$ cat src/rtl/exec_sched.sv
// exec1 issue/hazard controller: load-use bubble insertion, registered forwarding selects,
// and multi-cycle multiply sequencing. Optional stall counters under EXEC_SCHED_PERF_EN.
module exec_sched #(
  parameter int REG_ADDR = 5,
  parameter int MUL_LAT  = 4
) (
  input  logic                clk,
  input  logic                reset,
  input  logic                id_valid,
  input  logic [REG_ADDR-1:0] id_rs1,
  input  logic [REG_ADDR-1:0] id_rs2,
  input  logic                id_uses_rs2,
  input  logic                id_is_mul,
  input  logic [REG_ADDR-1:0] ex_dst_reg,
  input  logic                ex_regwrite,
  input  logic                ex_do_read,
  input  logic [REG_ADDR-1:0] mem_dst_reg,
  input  logic                mem_regwrite,
  output logic [1:0]          forward_src1,
  output logic [1:0]          forward_src2,
  output logic                stall_id,
  output logic                ex_bubble,
  output logic                ex_we,
  output logic                busy
`ifdef EXEC_SCHED_PERF_EN
  ,
  output logic [31:0]         perf_lu_stalls,
  output logic [31:0]         perf_mul_stalls
`endif
);

  typedef enum logic {IDLE = 1'b0, MUL_BUSY = 1'b1} state_t;

  localparam logic [3:0] CNT_INIT = 4'(MUL_LAT - 1);
  localparam logic [1:0] SEL_REG  = 2'd0;
  localparam logic [1:0] SEL_MEM  = 2'd1;
  localparam logic [1:0] SEL_WB   = 2'd2;

  state_t      state_q, state_d;
  logic [3:0]  cnt_q, cnt_d;
  logic [1:0]  fwd1_q, fwd1_d;
  logic [1:0]  fwd2_q, fwd2_d;

  logic rs1_ex, rs2_ex, rs1_mem, rs2_mem, load_use;

  function automatic logic src_match(input logic [REG_ADDR-1:0] rs,
                                     input logic [REG_ADDR-1:0] dst,
                                     input logic                wr);
    return wr && (dst != '0) && (rs == dst);
  endfunction

  // The youngest producer (the instruction now in ID/EX) wins over the older one.
  function automatic logic [1:0] fwd_sel(input logic hit_ex, input logic hit_mem);
    if (hit_ex)       return SEL_MEM;
    else if (hit_mem) return SEL_WB;
    else              return SEL_REG;
  endfunction

  always_comb begin
    rs1_ex   = src_match(id_rs1, ex_dst_reg, ex_regwrite);
    rs2_ex   = id_uses_rs2 && src_match(id_rs2, ex_dst_reg, ex_regwrite);
    rs1_mem  = src_match(id_rs1, mem_dst_reg, mem_regwrite);
    rs2_mem  = id_uses_rs2 && src_match(id_rs2, mem_dst_reg, mem_regwrite);
    load_use = id_valid && ex_do_read && (rs1_ex || rs2_ex);
  end

  always_ff @(posedge clk) begin
    if (!reset) begin
      state_q <= IDLE;
      cnt_q   <= '0;
      fwd1_q  <= SEL_REG;
      fwd2_q  <= SEL_REG;
    end else begin
      state_q <= state_d;
      cnt_q   <= cnt_d;
      fwd1_q  <= fwd1_d;
      fwd2_q  <= fwd2_d;
    end
  end

  always_comb begin
    state_d = state_q;
    cnt_d   = cnt_q;
    fwd1_d  = fwd1_q;
    fwd2_d  = fwd2_q;
    unique case (state_q)
      IDLE: begin
        fwd1_d = SEL_REG;
        fwd2_d = SEL_REG;
        if (id_valid && !load_use) begin
          fwd1_d = fwd_sel(rs1_ex, rs1_mem);
          fwd2_d = fwd_sel(rs2_ex, rs2_mem);
          if (id_is_mul) begin
            state_d = MUL_BUSY;
            cnt_d   = CNT_INIT;
          end
        end
      end
      MUL_BUSY: begin
        // Selects stay put so the operand muxes keep feeding the multiplier.
        cnt_d = cnt_q - 4'd1;
        if (cnt_q == 4'd1) state_d = IDLE;
      end
      default: state_d = IDLE;
    endcase
  end

  always_comb begin
    stall_id  = 1'b0;
    ex_bubble = 1'b0;
    ex_we     = 1'b1;
    busy      = 1'b0;
    unique case (state_q)
      IDLE: begin
        stall_id  = load_use;
        ex_bubble = load_use;
      end
      MUL_BUSY: begin
        stall_id = 1'b1;
        ex_we    = 1'b0;
        busy     = 1'b1;
      end
      default: ;
    endcase
  end

  assign forward_src1 = fwd1_q;
  assign forward_src2 = fwd2_q;

`ifdef EXEC_SCHED_PERF_EN
  logic [31:0] lu_cnt_q, lu_cnt_d;
  logic [31:0] mul_cnt_q, mul_cnt_d;

  always_comb begin
    lu_cnt_d  = lu_cnt_q;
    mul_cnt_d = mul_cnt_q;
    if ((state_q == IDLE) && load_use && (lu_cnt_q != 32'hFFFF_FFFF))
      lu_cnt_d = lu_cnt_q + 32'd1;
    if ((state_q == MUL_BUSY) && (mul_cnt_q != 32'hFFFF_FFFF))
      mul_cnt_d = mul_cnt_q + 32'd1;
  end

  always_ff @(posedge clk) begin
    if (!reset) begin
      lu_cnt_q  <= '0;
      mul_cnt_q <= '0;
    end else begin
      lu_cnt_q  <= lu_cnt_d;
      mul_cnt_q <= mul_cnt_d;
    end
  end

  assign perf_lu_stalls  = lu_cnt_q;
  assign perf_mul_stalls = mul_cnt_q;
`endif

endmodule
$ cat config.mk
export PLATFORM = sky130hd
export DESIGN_NAME = exec_sched
export DESIGN_NICKNAME = d
export VERILOG_FILES = /design/src/rtl/exec_sched.sv
export SDC_FILE = /design/constraint.sdc
export NUM_CORES = 1
export LEC_CHECK = 0
export CAP_MARGIN = 20
export CORE_MARGIN = 1.5
export CORE_UTILIZATION = 40
export CTS_CLUSTER_SIZE = 28
export DETAILED_ROUTE_END_ITERATION = 10
export PLACE_DENSITY = 0.9
export SLEW_MARGIN = 20
export SYNTH_ARGS = -nofsm -noshare
export SYNTH_HDL_FRONTEND = slang
export SYNTH_SLANG_ARGS = --single-unit
export TNS_END_PERCENT = 30
$ cat constraint.sdc
create_clock -name clk -period 2 [get_ports clk]
set_input_delay 0.4 -clock clk [delete_from_list [all_inputs] [get_ports clk]]
set_output_delay 0.4 -clock clk [all_outputs]
set_load 0.005 [all_outputs]
==> Yosys cells after proc, flatten, opt, wreduce, memory -nomap -nowiden <==
Cells that the tools add are included.
{ "word_totals": {"ff_bits": 9, "inputBits": 28, "output_inout_bits": 8, "elab_cells": 46} }
{ "op_classes": {"add_sub_neg": 1, "eq_ne": 7, "n_mux": 17, "bitwise": 1, "n_reduce_logical": 16} }
{ "ops": {"columns": ["operator", "n"], "rows": [
  ["$eq 5x5->1", 4],
  ["$mux 2", 6],
  ["$logic_and 1x1->1", 11],
  ["$reduce_bool 5->1", 2],
  ["$mux 4", 2],
  ["$pmux 4 s2", 1],
  ["$mux 1", 6],
  ["$eq 4x1->1 const B", 1],
  ["$ne 2x2->1 const B", 2],
  ["$pmux 1 s2", 2],
  ["$sub 4x1->4 const B", 1],
  ["$reduce_and 2->1", 1],
  ["$logic_not 1->1", 1],
  ["$logic_or 1x1->1", 1],
  ["$not 1->1", 1]
]} }

==> Depth between registers and ports, before layout <==
{ "depth": {"word_depth": 10, "mapped_depth": 6, "mapped_depth_nobuf": 6} }

==> Least setup slack after synthesis <==
No wires, ideal clock.
{ "synth_path": {"kind": "input -> output", "from": "input ex_dst_reg[4]", "to": "output ex_bubble", "arrival_time_ns": 1.506, "required_ns": 1.600, "slack_ns": 0.094, "cell_stages": 5, "path_buffers": 0, "path_cell_list": "xor2_1 nor4_4 nand3_2 a211oi_4 and2_1"} }
{ "synth_between": {"elab_chain_len": 7} }
{ "synth_rtl": {"columns": ["element", "line_no", "rtl"], "rows": [
  ["from (decl)", "14", "input logic [REG_ADDR-1:0] ex_dst_reg,"],
  ["$reduce_bool 5->1", "49", "return wr && (dst != '0) && (rs == dst);"],
  ["$logic_and 1x1->1 (2 in a row)", "49", null],
  ["$logic_and 1x1->1", "61", "rs2_ex = id_uses_rs2 && src_match(id_rs2, ex_dst_reg, ex_regwrite);"],
  ["$logic_or 1x1->1 *", "64", "load_use = id_valid && ex_do_read && (rs1_ex || rs2_ex);"],
  ["$logic_and 1x1->1 *", "64", null],
  ["$mux 1 *", "113", "unique case (state_q)"],
  ["to (decl)", "22", "output logic ex_bubble,"]
]} }
Every way passes the cells marked *; elsewhere a longest branch is shown, timed or not.

==> Final worst setup path <==
{ "layout_path": {"from": "input ex_dst_reg[4]", "to": "output stall_id"} }
{ "layout_between": {"elab_chain_len": 7} }
{ "layout_rtl": {"columns": ["element", "line_no", "rtl"], "rows": [
  ["$reduce_bool 5->1", "49", null],
  ["$logic_and 1x1->1 (2 in a row)", "49", null],
  ["$logic_and 1x1->1", "61", null],
  ["$logic_or 1x1->1 *", "64", null],
  ["$logic_and 1x1->1 *", "64", null],
  ["$pmux 1 s2 *", "113", null],
  ["to (decl)", "21", "output logic stall_id,"]
]} }
Marked as above.

==> insert_results.sql <==
INSERT INTO impl_metrics (metric_group, metric, value, unit) VALUES
('die', 'initial_utilization', '42.9', '%'),
('min_path', 'hold_path.class', 'reg -> reg', ''),
('cells_and_area', 'drive_gt1_share', '41.4', '%'),
('yosys', 'synth_sequential_area_ratio', '24.0', '%'),
('route', 'drtIter0Drc', '7', ''),
('sta', 'worstMarginPinSlew', '0.487', 'ns'),
('setup_path', 'setup.worst_path.end_class', 'output pin', ''),
('sta', 'setup_ws', '-0.141', 'ns'),
('yosys', 'synth.ff_latch_count', '9', ''),
('route', 'wl_per_cell', '15.7', 'um'),
('yosys', 'synth_area', '749', 'um^2'),
('clock_tree', 'tritoncts.num_buffers', '3', ''),
('cells_and_area', 'area_delta_synth_final', '95.7', '%'),
('sta', 'clock_skew', '0.00165', 'ns'),
('route', 'vias_per_cell', '5.23', ''),
('run_status', 'status', 'finished, violations left', ''),
('min_path', 'hold-path-cell-count', '2', ''),
('cells_and_area', 'final_cell_mix', 'sky130_fd_sc_hd__buf_4, sky130_fd_sc_hd__clkdlybuf4s50_1, sky130_fd_sc_hd__xor2_1, sky130_fd_sc_hd__nand2_1, sky130_fd_sc_hd__dfxtp_1', ''),
('die', 'boundaryPins', '36', ''),
('route', 'total_detailed_routing_wirelength', '2850', 'um'),
('clock_tree', 'cts_buffer_depth', '2', ''),
('power', 'peakVddDrop', '0.256', 'mV'),
('sta', 'setup_violations', '2', ''),
('setup_path', 'timing_worst_setup_path_type', 'in -> out', ''),
('setup_path', 'crit_arrival', '1.74', 'ns'),
('die', 'die_w', '46.3', 'um'),
('route', 'drc', '0', ''),
('sta', 'rsz_0062_raised_after_global_routing', 'yes', ''),
('setup_path', 'rrSetupSlack', '0.30', 'ns'),
('clock_tree', 'clk_root_buffer_cell', 'sky130_fd_sc_hd__clkbuf_4', ''),
('global_route', 'number_of_antenna_violations_at_the_first_check_in_global_routing', '0', ''),
('sta', 'fmaxAchievable', '467', 'MHz'),
('sta', 'hold_slack', '0.514', 'ns'),
('global_route', 'gr-total-overflow', '0', ''),
('global_route', 'grt_pass1_vias', '1041', ''),
('yosys', 'number_of_cells_produced_by_synthesis', '86', ''),
('flow_run', 'maxCapViolCount', '0', ''),
('yosys', 'synth.net_count', '116', ''),
('setup_path', 'worst-path-max-fanout', '3', ''),
('setup_path', 'timing.critical_path.cells', 'buf_8 -> or4_4 -> o21ai_4 -> a211oi_4 -> buf_4 -> a21o_2 -> buf_6', ''),
('placed_design', 'placer_congestion_estimate', '0.800', ''),
('setup_path', 'r2r_cells', '6', ''),
('setup_path', 'delay_of_the_slowest_cell_on_the_worst_path', '0.54', 'ns'),
('cells_and_area', 'antenna_cells', '0', ''),
('sta', 'final_min_period_over_clock_period', '107', '%'),
('yosys', 'ys_warn_count', '0', ''),
('power', 'fin_total_pwr', '616', 'uW'),
('yosys', 'largest_area_contributor_in_the_netlist', 'sky130_fd_sc_hd__dfxtp_1', ''),
('setup_path', 'worst_r2r_startpoint', 'state_q', ''),
('min_path', 'holdPathEnd', 'forward_src2[1]', ''),
('min_path', 'timing.hold.worst.start', 'forward_src2[1]', ''),
('placed_design', 'io_buffers', '35', ''),
('die', 'area_of_the_core', '1750', 'um^2'),
('run_status', 'violated_checks', 'negative setup slack', ''),
('yosys', 'synthesis.area_per_instance', '8.71', 'um^2'),
('sta', 'finalWorstPathRequiredPeriod', '2.14', 'ns'),
('route', 'num_vias', '952', ''),
('sta', 'finalMaxSlewViolations', '0', ''),
('clock_tree', 'clkSlewWorstSetupHoldPaths', '0.06', 'ns'),
('global_route', 'grt_pass1_wl', '4080', 'um'),
('power', 'power-per-cell-area', '420', 'nW/um^2'),
('cells_and_area', 'nFillCells', '97', ''),
('cells_and_area', 'final_common_cell', 'sky130_fd_sc_hd__buf_4', ''),
('setup_path', 'start_kind', 'primary input', ''),
('die', 'die_h', '46.3', 'um'),
('yosys', 'post_synth_num_cell_types', '27', ''),
('route', 'detail_route.first_pass.iterations', '4', ''),
('sta', 'max_slew_margin', '67.5', '%'),
('cells_and_area', 'multi_input_area', '613', 'um^2'),
('power', 'leakage', '0.643', 'nW'),
('route', 'antenna_left', '0', '');
## final cells by class
class,instances,area share [%]
inverters,4,1.02
multi-input cells,71,41.8
clock buffers,4,1.79
repair buffers,69,41.0
well taps,25,2.13
flip-flops and latches,9,12.3
## timing repair
action | 4_1_cts | 5_1_grt
hold buffers | 0 | 0
gates resized for setup | 67 | 9
setup buffers | 4 | 3
endpoints found under the setup margin | 2 | 2
pin swaps | 12 | 8
## metal layers
layer  GRT usage (%)  vias up  wire (um)  part of all wire (%)
met4            24.0        0        142                   5.0
met1            23.3      450       1070                    37
met3            3.53       11        125                   4.4
met5               0        -          0                     0
met2            53.3       47       1520                    53
li1                -      444          -                     -
## cells by family after synthesis
family	Yosys count	synth area share (%)
AOI/OAI and AO/OA	17	20.4
xor gates and xnor gates	23	26.9
adders and majority gates	2	3.34
buffers and inverters	6	3.00
DFF	9	24.0
and+or+nand+nor	29	22.4
## per-stage QoR
stage / cells / cell area (um^2) / setup WS (ns) / utilization (%)
floorplan: 86 / 749 / 0.0943 / -
global placement: 171 / 1330 / -0.803 / 76.0
detailed placement: 171 / 1330 / -0.853 / 76.0
CTS: 179 / 1420 / -0.156 / 81.4
global route: 182 / 1470 / -0.189 / 84.0
finish: 182 / 1470 / -0.141 / 84.0
## power breakdown
part / switching (mW) / leakage (nW) / internal (mW) / total, mW
registers: 0.0190 / 0.0734 / 0.192 / 0.211
clock network: 0.0698 / 0.0150 / 0.0773 / 0.147
logic: 0.112 / 0.554 / 0.146 / 0.258
## synth_stat cells
cell type	instances
sky130_fd_sc_hd__and2_1	3
sky130_fd_sc_hd__a21o_2	1
sky130_fd_sc_hd__a22o_1	1
sky130_fd_sc_hd__nand2_1	10
sky130_fd_sc_hd__nor3_1	1
sky130_fd_sc_hd__o2111ai_1	3
sky130_fd_sc_hd__o211a_1	1
sky130_fd_sc_hd__nor2b_1	1
sky130_fd_sc_hd__nand3_2	1
sky130_fd_sc_hd__nand3_1	5
sky130_fd_sc_hd__nor4_4	1
sky130_fd_sc_hd__o211ai_1	1
sky130_fd_sc_hd__o31ai_2	1
sky130_fd_sc_hd__and3_1	1
sky130_fd_sc_hd__dfxtp_1	9
sky130_fd_sc_hd__xor2_1	17
sky130_fd_sc_hd__inv_1	4
sky130_fd_sc_hd__xnor2_1	6
sky130_fd_sc_hd__a211oi_4	1
sky130_fd_sc_hd__o21ai_4	1
sky130_fd_sc_hd__clkbuf_1	2
sky130_fd_sc_hd__o41ai_1	2
sky130_fd_sc_hd__or4_1	2
sky130_fd_sc_hd__nor2_1	1
sky130_fd_sc_hd__ha_1	2
sky130_fd_sc_hd__o21ai_0	5
sky130_fd_sc_hd__nor4_1	3
## state kept, by name, indices dropped and copies added, names as in the netlist
register / count
forward_src2: 2
cnt_q: 4
forward_src1: 2
state_q: 1
## how the worst max path moves through the flow
stage,cells after the start,start,end
after global placement,7,ex_dst_reg[4],ex_bubble
after CTS,7,ex_dst_reg[3],stall_id
after global routing,9,ex_dst_reg[3],stall_id
after detailed placement,7,ex_dst_reg[4],stall_id
after floorplan,5,ex_dst_reg[4],ex_bubble
final,7,ex_dst_reg[4],stall_id
## worst max-delay path, delay by kind of cell
family	cells	cell delay, ns
compound gates	3	0.45
buf+inv	3	0.36
simple gates	1	0.54
Note: power is estimated with default switching activity, not from simulation.
==> variant 1: new RTL, same flow settings <==
Add a define of `EXEC_SCHED_PERF_EN`.
--- a/src/rtl/exec_sched.sv
+++ b/src/rtl/exec_sched.sv
@@ -1,5 +1,7 @@
 // exec1 issue/hazard controller: load-use bubble insertion, registered forwarding selects,
 // and multi-cycle multiply sequencing. Optional stall counters under EXEC_SCHED_PERF_EN.
+`define EXEC_SCHED_PERF_EN
+
 module exec_sched #(
   parameter int REG_ADDR = 5,
   parameter int MUL_LAT  = 4
Check against the original RTL (old outputs only; new: perf_lu_stalls and perf_mul_stalls): equivalent (Yosys induction, for registers that start in step).
==> variant 1 against the original RTL <==
  * The run still ends with setup timing left
  * Total power grew to 4.8 times the old value
  * Via count rose to 4.7 times the old value
  * Sequential cell count increased by 64
  * Clock power grew to 8.2 times the old value
  * Worst hold slack worse by 0.028 ns
  * Wire length grew to 4.5 times the old value
  * Synthesized area grew to 5.2 times the old value
  * Fmax grew 3.2%
  * Combinational power rose by 17%
  * Design area increased to 4.2 times the old value
  * Critical endpoint is now perf_lu_stalls[26]
  * Worst setup slack better by 0.067 ns
  * Non-clock buffer count is 120 higher
  * Count of clock-buffer cells in the layout is 5 higher
  * First-iteration DRC count increased to 37 times the old value
  * Critical path type is now reg -> reg
==> variant 1: results (changes against the original RTL) <==
status=finished, violations left; failing checks=setup timing; worst r2r src=perf_lu_stalls[12]; R2R Path End=perf_lu_stalls[26]; critical path class=reg -> reg; CTS H-tree depth=3 (+2); Post-Syn Nets=503 (+330%); Port Buffer Count=99 (+180%); crit-path leading delay family=simple AND/OR/NAND/NOR gates; VDD IR max=336.0 µV (+31%); DP Worst Slack=-0.8432 ns (+0.009965 ns); placed cell area=5458 µm² (+310%); final wirelength=12,720 µm (+350%); TritonRoute pass-1 iters=5 (+1); final setup fails=6 (+4); Fin Setup TNS=-0.1795 ns (-0.002997 ns); Worst Hold Path Cells=2 (unchanged); Setup crit end=perf_lu_stalls[26]; vias in the first global route=4,169 (+300%); fillers=684 (+610%); Reg clk slew, reported paths=0.09 ns (+0.03 ns); initial antenna violation count=0 (unchanged); Hold Path Sink=forward_src2[1]; Max stage delay on crit path=0.50 ns (-0.04 ns); clock root buffer=clkbuf_8; number of CTS-inserted buffers=9 (+6); leakage=0.002168 µW (+240%); switching share of power=0.2609 (-0.06542); Total GRT Usage=0.2350 (-0.03884); drt initial violations=262 (+255); Hold WS=0.4853 ns (-0.02847 ns); Synth cell types=49 (+81%); Final nets=683 (+260%); Final WS setup=-0.07353 ns (+0.06730 ns); largest net degree at the start of global routing=30 (+15); worst-case clock buffer depth=2 (unchanged); share of layout cells above drive strength 1=0.2774 (-0.1366); Yosys Warn Count=0 (unchanged); gpl congestion=0.8359 (+4.5%); Avg Cell Area, Syn=8.195 µm² (-6.0%); Max FO, Critical Path=8 (+5); first-pass GRT wire length=19,560 µm (+380%); top post-synthesis cells by area=dfxtp_1, xnor2_1, or3_1; post-DP HPWL=8505 µm (+320%); vias per inst=5.679 (+8.6%); CP arrival=2.37 ns (+0.63 ns); sequential share of the synthesized area=0.3786 (+0.1382); Critical-path top delay cell=or4_1; Reg2Reg Depth=7 (+1); clk_lat worst skew=0.36 ns (+0.09 ns); skew final=0.009374 ns (+0.007728 ns); placed insts=743 (+330%); Primary FF master, synth=dfxtp_1; most frequent cells after synthesis=dfxtp_1, nor2_1, o21ai_0; DR vias=4,458 (+370%); worst-margin pin slew=0.4227 ns (-0.06380 ns)
## variant 1: changes by cell type after synthesis, moves of 22 or more
cell / change
nand2_1: +22
nor2_1: +37
dfxtp_1: +64
a21oi_1: +33
o21ai_0: +30
nand3_1: +23
or3_1: +31
nand4_1: +23
xnor2_1: +23
## variant 1: cell families (layout without fill, tap and decap cells)
group	Yosys count	count (layout)	synth area share
and+or+nand+nor	221	221	0.3148
muxes	6	6	0.01556
buffers and inverters	34	219	0.03630
adders and majority gates	4	4	0.01297
DFF	73	73	0.3786
xor gates and xnor gates	44	44	0.09984
AOI/OAI and AO/OA	89	89	0.1420
## variant 1: what timing repair did
item	4_1_cts	5_1_grt
cloned	3	0
buffers inserted	9	15
resized for setup	69	69
pin swaps	22	28
endpoints found under the setup margin	42	58
## variant 1: layer usage
metal,routed length [µm],GRT usage,vias to the layer above,part of all wire
met5,0,0,-,0
li1,-,-,2079,-
met3,793,0.04969,34,0.062
met4,338,0.09722,0,0.027
met2,6648,0.4120,202,0.52
met1,4942,0.2788,2143,0.39
## variant 1: cell type report
cell class / count / area [µm²] / area share
repair buffers: 189 / 1755 / 0.2861
multi-input cells: 364 / 2471 / 0.4027
flip-flops and latches: 73 / 1493 / 0.2433
well taps: 129 / 161.4 / 0.02631
inverters: 14 / 52.55 / 0.008564
clock buffers: 9 / 123.9 / 0.02019
clock inverters: 7 / 78.83 / 0.01285
## variant 1: power groups by stage
stage	combinational [µW]	clock (µW)	sequential [µW]
2_1_floorplan	122	0	1510
3_3_place_gp	273	0	1510
3_5_place_dp	285	0	1510
4_1_cts	283	1200	1480
5_1_grt	323	1300	1470
6_report	301	1210	1470
==> variant 2: new RTL, same settings <==
Made on the original files. `REG_ADDR`: 5 -> 4.
--- a/src/rtl/exec_sched.sv
+++ b/src/rtl/exec_sched.sv
@@ -1,7 +1,7 @@
 // exec1 issue/hazard controller: load-use bubble insertion, registered forwarding selects,
 // and multi-cycle multiply sequencing. Optional stall counters under EXEC_SCHED_PERF_EN.
 module exec_sched #(
-  parameter int REG_ADDR = 5,
+  parameter int REG_ADDR = 4,
   parameter int MUL_LAT  = 4
 ) (
   input  logic                clk,
Ports: changed (resized ex_dst_reg, id_rs1, id_rs2 and mem_dst_reg); port bits go from 36 to 32. The function was not compared with the original's and may differ.
==> variant 2 against the original RTL <==
  * The run ends with DRC left
  * Via count grew 0.84%
  * Highest routed layer unchanged
  * Critical path type unchanged
  * Synthesized area shrank 7.5%
  * Wire length grew 3.1%
  * Sequential share of layout area grew 1.1 points
  * Sequential cell count is the same
  * Total power shrank 3.9%
  * Design area shrank 8.4%
  * Clock power grew 5%
  * Worst setup slack gained 0.18 ns
==> variant 2: results (changes against the original RTL) <==
status=finished, violations left; failing checks=DRC; top post-synthesis cells by area=dfxtp_1, xnor2_1, xor2_1; CP arrival=1.56 ns (-0.18 ns); Post-Synth XOR/XNOR Area=0.2022 (-0.06662); Critical-path top delay cell=or3_4; Routed met3 length=253 µm (+100%); Max FO, Critical Path=2 (-1); drt initial violations=48 (+41); met1 global-route usage=0.2506 (+0.01712); met3 usage in global routing=0.06531 (+0.03001); switching share of power=0.3255 (-0.0008469); post-DP HPWL=1881 µm (-6.4%); metal2 WL=1493 µm (-1.5%); gpl congestion=0.8761 (+9.5%); largest net degree at the start of global routing=10 (-5); vias in the first global route=970 (-6.8%); vias per inst=5.854 (+12%); final wirelength=2939 µm (+3.1%); Max stage delay on crit path=0.34 ns (-0.20 ns); most frequent cells after synthesis=xnor2_1, dfxtp_1, nand2_1; fillers=72 (-26%); VDD IR max=305.3 µV (+19%); sequential share of the synthesized area=0.2599 (+0.01953); Adder-Cell Fraction of Synth Area=0.03610 (+0.002712); Slew Limit Headroom=0.7502 (+0.07503); Final nets=175 (-6.9%); share of layout cells above drive strength 1=0.4054 (-0.008607); placed cell area=1211 µm² (-8.7%); M1 WL=986 µm (-7.8%); Port Buffer Count=31 (-11%); GR met2 Demand/Resource=0.5420 (+0.008696); Total GRT Usage=0.2840 (+0.01022); skew final=0.002456 ns (+0.0008100 ns); DP Worst Slack=-0.6946 ns (+0.1586 ns); Synth cell types=29 (+7.4%); register share of total power=0.338 (-0.004); Setup crit start=id_rs1[3]; leakage=0.0006041 µW (-6.0%); Residual DRC=2 (+2); fraction of the mapped netlist area in compound gates=0.2274 (+0.02376); Post-Syn Nets=108 (-6.9%); WP buf/inv=2 (-1)
[variant 2: changes by cell type in the layout (fill, tap and decap cells not counted), sizes merged, moves of 3 or more]
cell,before,now
xor2,17,5
buf,43,36
o21ai,6,0
clkbuf,6,11
xnor2,6,11
nand4,0,4
nand3,6,3
nor2,1,4
nor3,1,4
o2111ai,3,0
o211ai,1,4
[variant 2: final cells by class]
| class | count | area (µm²) | area share |
|---|---|---|---|
| multi-input cells | 67 | 576.8 | 0.4292 |
| repair buffers | 64 | 525.5 | 0.3911 |
| flip-flops and latches | 9 | 180.2 | 0.1341 |
| clock buffers | 4 | 26.28 | 0.01955 |
| well taps | 16 | 20.02 | 0.01490 |
| inverters | 4 | 15.01 | 0.01117 |
[variant 2: cell families (layout without fill, tap and decap cells)]
| group | after synthesis | count (layout) |
|---|---|---|
| buf+inv | 6 | 72 |
| compound gates | 16 | 16 |
| flops | 9 | 9 |
| xor+xnor | 16 | 16 |
| simple gates | 33 | 33 |
| fa+ha+maj | 2 | 2 |
[variant 2: worst paths after layout]
kind / endpoint / slack (ns) / cells after the start
min: forward_src2[1] / 0.51 / 2
min reg2reg: forward_src2[1] / 0.51 / 2
max reg2reg: forward_src1[0] / 0.67 / 4
max: ex_bubble / 0.04 / 6
[variant 2: repair_timing]
action	CTS	global route
pin swaps	10	14
gates resized for setup	26	33
endpoints found under the setup margin	4	7
buffers inserted	5	2
[variant 2: through the flow]
| step | util | hold slack (ns) | power, µW | cells |
|---|---|---|---|---|
| finish | 0.8620 | 0.5050 | 592.2 | 164 |
| global route | 0.8620 | 0.5454 | 619.7 | 164 |
| CTS | 0.8154 | 0.4918 | 557.5 | 162 |
| detailed placement | 0.7769 | 0.4816 | 408.8 | 153 |
| global placement | 0.7769 | 0.4790 | 397.0 | 153 |
| floorplan | - | 0.4778 | 284.1 | 82 |
